$ cat src/rtl/kronos_pipe_stage.sv
// -----------------------------------------------------------------------------
// kronos_pipe_stage
//
// Purpose:
//   Multi-slot valid/ready pipestage for the Kronos core. A WIDTH-bit payload
//   moves through STAGES register slots, each with its own valid bit. Bubbles
//   collapse: a slot advances whenever the slot below it is empty or draining.
//   Global flush and a registered occupancy count are provided.
//
// Optional build feature:
//   KRONOS_PIPE_STAGE_SKID_EN - adds one skid entry in front of slot 0, so
//   that pipe_in_rdy no longer depends combinationally on pipe_out_rdy.
//   Occupancy then peaks at STAGES+1.
//
// Parameters:
//   WIDTH  - payload width in bits (>= 1)
//   STAGES - number of pipeline register slots (>= 1)
//
// Ports:
//   clk           in   core clock, rising edge
//   rstz          in   asynchronous active-low reset
//   flush         in   synchronous flush, drops every held entry
//   pipe_in_data  in   upstream payload
//   pipe_in_vld   in   upstream payload valid
//   pipe_in_rdy   out  payload accepted this cycle when valid
//   pipe_out_data out  payload of the last slot
//   pipe_out_vld  out  last slot valid
//   pipe_out_rdy  in   downstream accepts
//   occupancy     out  number of valid entries held (skid included)
//   busy          out  occupancy != 0
// -----------------------------------------------------------------------------
module kronos_pipe_stage #(
  parameter int WIDTH  = 32,
  parameter int STAGES = 2
) (
  input  logic                        clk,
  input  logic                        rstz,
  input  logic                        flush,
  input  logic [WIDTH-1:0]            pipe_in_data,
  input  logic                        pipe_in_vld,
  output logic                        pipe_in_rdy,
  output logic [WIDTH-1:0]            pipe_out_data,
  output logic                        pipe_out_vld,
  input  logic                        pipe_out_rdy,
  output logic [$clog2(STAGES+2)-1:0] occupancy,
  output logic                        busy
);

  localparam int OCC_W = $clog2(STAGES + 2);

  // Refuse to elaborate degenerate configurations.
  generate
    if (STAGES < 1) begin : g_bad_stages
      $error("kronos_pipe_stage: STAGES must be at least 1");
    end
    if (WIDTH < 1) begin : g_bad_width
      $error("kronos_pipe_stage: WIDTH must be at least 1");
    end
  endgenerate

  // Slot state
  logic [STAGES-1:0] vld_reg;
  logic [STAGES-1:0] vld_next;
  logic [WIDTH-1:0]  data_reg [STAGES];

  // Per-slot transfer strobes and the payload each slot would load
  logic [STAGES-1:0] load;
  logic [WIDTH-1:0]  slot_in [STAGES];

  // rdy[i]: slot i can take a new entry this cycle. rdy[STAGES] is downstream.
  logic [STAGES:0]   rdy;

  // Source feeding slot 0 (skid entry or the raw input)
  logic              src_vld;
  logic [WIDTH-1:0]  src_data;

  logic [OCC_W-1:0]  occupancy_reg;
  logic [OCC_W-1:0]  occupancy_next;

  // Ready chain, evaluated from the output back toward the input. Kept in one
  // process so the bit-to-bit dependency resolves in a single pass.
  always_comb begin
    rdy[STAGES] = pipe_out_rdy;
    for (int i = STAGES - 1; i >= 0; i--) begin
      rdy[i] = ~vld_reg[i] | rdy[i+1];
    end
  end

`ifdef KRONOS_PIPE_STAGE_SKID_EN
  logic             skid_vld_reg;
  logic             skid_vld_next;
  logic [WIDTH-1:0] skid_data_reg;
  logic             in_xfer;
  logic             skid_load;

  // Input readiness depends only on local state, breaking the long
  // combinational path from pipe_out_rdy.
  assign pipe_in_rdy = ~skid_vld_reg & ~flush;
  assign in_xfer     = pipe_in_vld & pipe_in_rdy;

  // A parked entry is older than anything on the input, so it goes first.
  // An empty skid is bypassed so latency from an empty pipe is unchanged.
  assign src_vld     = skid_vld_reg | in_xfer;
  assign src_data    = skid_vld_reg ? skid_data_reg : pipe_in_data;

  // Accepted but slot 0 cannot take it: park it.
  assign skid_load   = in_xfer & ~rdy[0];

  always_comb begin
    skid_vld_next = skid_vld_reg;
    if (flush) begin
      skid_vld_next = 1'b0;
    end else if (skid_load) begin
      skid_vld_next = 1'b1;
    end else if (skid_vld_reg && rdy[0]) begin
      skid_vld_next = 1'b0;
    end
  end

  always_ff @(posedge clk or negedge rstz) begin
    if (!rstz) begin
      skid_vld_reg  <= 1'b0;
      skid_data_reg <= '0;
    end else begin
      skid_vld_reg <= skid_vld_next;
      if (skid_load) begin
        skid_data_reg <= pipe_in_data;
      end
    end
  end
`else
  assign pipe_in_rdy = rdy[0] & ~flush;
  assign src_vld     = pipe_in_vld & pipe_in_rdy;
  assign src_data    = pipe_in_data;
`endif

  // Per-slot transfer decode. Flush suppresses all movement so nothing is
  // loaded into a slot whose valid bit is about to be cleared.
  generate
    for (genvar gi = 0; gi < STAGES; gi++) begin : g_slot
      if (gi == 0) begin : g_head
        assign load[gi]    = src_vld & rdy[gi] & ~flush;
        assign slot_in[gi] = src_data;
      end else begin : g_body
        assign load[gi]    = vld_reg[gi-1] & rdy[gi] & ~flush;
        assign slot_in[gi] = data_reg[gi-1];
      end
      // A slot stays valid if it receives something, or if it holds an entry
      // that cannot move on.
      assign vld_next[gi] = ~flush & (load[gi] | (vld_reg[gi] & ~rdy[gi+1]));
    end
  endgenerate

  always_ff @(posedge clk or negedge rstz) begin
    if (!rstz) begin
      vld_reg <= '0;
      for (int i = 0; i < STAGES; i++) begin
        data_reg[i] <= '0;
      end
    end else begin
      vld_reg <= vld_next;
      for (int i = 0; i < STAGES; i++) begin
        if (load[i]) begin
          data_reg[i] <= slot_in[i];
        end
      end
    end
  end

  // Occupancy is registered from the next-state valid bits, so it tracks the
  // slot valids exactly, one cycle after the transfer that changed them.
  always_comb begin
    occupancy_next = '0;
    for (int i = 0; i < STAGES; i++) begin
      occupancy_next = occupancy_next + OCC_W'(vld_next[i]);
    end
`ifdef KRONOS_PIPE_STAGE_SKID_EN
    occupancy_next = occupancy_next + OCC_W'(skid_vld_next);
`endif
  end

  always_ff @(posedge clk or negedge rstz) begin
    if (!rstz) begin
      occupancy_reg <= '0;
    end else begin
      occupancy_reg <= occupancy_next;
    end
  end

  assign pipe_out_vld  = vld_reg[STAGES-1];
  assign pipe_out_data = data_reg[STAGES-1];
  assign occupancy     = occupancy_reg;
  assign busy          = (occupancy_reg != '0);

endmodule

$ cat config.mk
export PLATFORM = sky130hd
export DESIGN_NAME = kronos_pipe_stage
export DESIGN_NICKNAME = d
export VERILOG_FILES = /design/src/rtl/kronos_pipe_stage.sv
export SDC_FILE = /design/constraint.sdc
export NUM_CORES = 1
export LEC_CHECK = 0
export BUFFER_PORTS_ARGS = -buffer_cell sky130_fd_sc_hd__buf_2
export CAP_MARGIN = 10
export CORE_MARGIN = 2
export CORE_UTILIZATION = 52
export CTS_BUF_LIST = sky130_fd_sc_hd__clkbuf_16
export CTS_CLUSTER_DIAMETER = 150
export DETAILED_ROUTE_END_ITERATION = 6
export GPL_ROUTABILITY_DRIVEN = 0
export GPL_TIMING_DRIVEN = 0
export MAX_ROUTING_LAYER = met4
export PLACE_DENSITY = 0.84
export SETUP_SLACK_MARGIN = 0.4
export SLEW_MARGIN = 20
export SYNTH_ARGS = -nofsm -noshare
export SYNTH_HDL_FRONTEND = slang
export SYNTH_SLANG_ARGS = --single-unit
$ cat constraint.sdc
create_clock -name clk -period 1.9 [get_ports clk]
set_clock_uncertainty 0.15 [all_clocks]
set_input_delay 0.095 -clock clk [delete_from_list [all_inputs] [get_ports clk]]
set_output_delay 0.095 -clock clk [all_outputs]
set_load 0.01 [all_outputs]
==> run metrics <==
outcome=complete, no violations; Sum Neg Setup Slack=0 ps; cells after synthesis=approximately 180; syn_nets=between 200 and 250; Clock power frac=32.9%; via count=1846; met1 GRT Util=between 20% and 30%; YS warnings=0; Mean Syn Cell Area=16.0 um2; Final period util=96.2%; RSZ-0062 raised after global routing=true; Core ar.=5470 um2; met3 usage=3.75%; row count=27; routed len/inst=15.8 um; initial antenna violation count=0; remaining global-route overflow=0; Leak=2.19 nW; CP startpoint=vld_reg[1]; worst path bufs/invs=2; number of synthesized register bits=68; synth unique cells=15; Post-Synthesis Cell Area=2940 um2; Switch Pwr=approximately 0.0012 W; slew at the pin with the worst max-slew slack=between 300 and 400 ps; Area contributors post-synth=dfrtp_1, mux2_4, mux2_2; WP data arrival=approximately 1900 ps; Hold Path Class=in -> reg; DRT iter0 DRCs=34; DRC Markers=0; GR peak layer=met2; Setup crit end kind=register; CTS root buf=clkbuf_16; count of nets after finishing=351; Yosys top cell by area=dfrtp_1; CP max-delay cell=dfrtp_1; R2R setup slack=between 70 and 80 ps; count leader, synth=dfrtp_1; Clock transition at path regs=50 ps; starting density of the core=53.6%; Post-synth ARST share=100%; Critical Path End=data_reg[52]; Die Wd=79.1 um; Critical Path Max Stage Delay=400 ps; DP Area=3440 um2; Clock Sinks=68; CP top delay family=simple AND/OR/NAND/NOR gates; share of power burned in registers=40.8%; Syn-to-layout area delta=46.5%; Final setup viols=0; FILL cells=332; top post-synthesis cells by count=dfrtp_1, buf_4, mux2_2, mux2_4, nor2_1; max cap viols=0; Hold Fails Final Rpt=0; ys flop type=dfrtp_1; CP Depth=5; Die Ht=79.1 um; hpwl dp=3520 um; Tmin final=1830 ps; R2R Path Start=vld_reg[1]; fmax=approximately 550 MHz; worst skew pair latency=~320 ps; vias per cell=4.73; Sw Share=24.6%; number of port buffers=73; worst path required time=1950 ps; Final Max Tran Viols=0; first-pass GRT wire length=9100 um; Routed WL=6150 um; Ports=74; hold buffers post-CTS=35; fraction of layout cells with a size suffix above 1=about two thirds; crit-path max FO=10; sequential share of the synthesized area=58.0%; cell-internal power=0.00358 W; TritonRoute pass-1 iters=4; crit-path cells=and3b_1, or3b_1, buf_6, buf_12, mux2_4; post-route cell area=4300 um2; RR Endpoint=data_reg[52]; Comb power frac=26.3%; CTS tree=done; # diodes=0; clk buf depth=2; die area=6260 um2; relative slew slack=76.8%; H-tree depth=3; PD cells=1110 nW/um2; pin count of the biggest net entering global routing=between 40 and 50; cell count of the worst reg-to-reg path=5; post-synth top area share=58.0%; worst-case vdd ir drop=726 uV; vias in the first global route=1947; CTS buffer count=9; Post-synth EDFFs=0; Post-DRT Antenna Nets=0; Tot GR Track Use=approximately 20%; Startpoint Class=register; met2 Resource Use GR=34.2%; Setup CP Type=reg -> reg
per-stage QoR:
step / power [W] / worst slack (ps) / utilization, % / std cells / hold WS (ps)
after detailed placement: 0.00309 / 71.1 / 62.9 / 329 / -123
after global routing: 0.00500 / 36.7 / 78.6 / 390 / 45.7
after floorplan: 0.00271 / 112 / - / 183 / -351
final: 0.00475 / 72.1 / 78.6 / 390 / 21.7
after global placement: 0.00302 / 103 / 62.5 / 328 / 176
after CTS: 0.00470 / 90.9 / 75.3 / 384 / -49.3
worst min path at each step:
stage | from | to | slack [ps] | cells past startpoint
2_1_floorplan | rstz | data_reg[32] | -350 | 0
3_3_place_gp | pipe_in_data[3] | data_reg[35] | 180 | 2
3_5_place_dp | rstz | pipe_out_data[4] | -120 | 1
4_1_cts | pipe_out_rdy | vld_reg[1] | -50 | 4
5_1_grt | pipe_out_rdy | vld_reg[1] | 50 | 4
6_report | pipe_out_rdy | vld_reg[1] | 20 | 4
worst register-to-register path: cells and delay by family, from the launching register on:
kind / cells / cell delay (ps)
flops: 1 / 400
buf+inv: 2 / 300
simple gates: 2 / 550
mux: 1 / 300
power by group through the flow:
stage / combinational, W / sequential, W / clock, W
after floorplan: 0.000806 / 0.00190 / 0
after detailed placement: 0.00113 / 0.00195 / 0
after global routing: 0.00134 / 0.00198 / 0.00168
after global placement: 0.00110 / 0.00193 / 0
after CTS: 0.00120 / 0.00193 / 0.00157
final: 0.00125 / 0.00194 / 0.00156
logic make-up after synthesis:
kind of cell,share of synthesized area [%]
flip-flops,58.0
buffers and inverters,11.3
adder cells (fa/ha/maj),0.426
multiplexers,28.4
AND/OR/NAND/NOR,1.96
layer usage:
metal	vias up	part of all wire [%]
met4	0	2.1
met1	932	39
met3	9	3.0
met5	-	0
li1	859	-
met2	46	56
timing repair:
item / 4_1_cts / 5_1_grt
endpoints found under the setup margin: 64 / 66
hold endpoints to repair: 102 / 1
pin swaps: 1 / 4
buffers inserted: 4 / 3
gates resized for setup: 4 / 19
cloned: 0 / 3
cell type report:
cell class | count | area [um2] | area share, %
flip-flops and latches | 68 | 1700 | 39.6
multi-input cells | 75 | 960 | 22.3
repair buffers | 119 | 876 | 20.4
plain buffers | 40 | 392 | 9.10
clock buffers | 9 | 225 | 5.24
well taps | 72 | 90.1 | 2.09
clock inverters | 7 | 57.6 | 1.34
placed cells by master, fill, tap and decap left out, drive strengths merged:
cell type,n
nor2b,1
nor2,5
or2,1
clkinv,5
clkbuf,12
mux2,64
buf,121
and3b,1
bufinv,1
clkinvlp,1
dfrtp,68
ha,1
dlygate4sd3,35
or3b,2
Note: power is estimated with default switching activity, not from simulation.
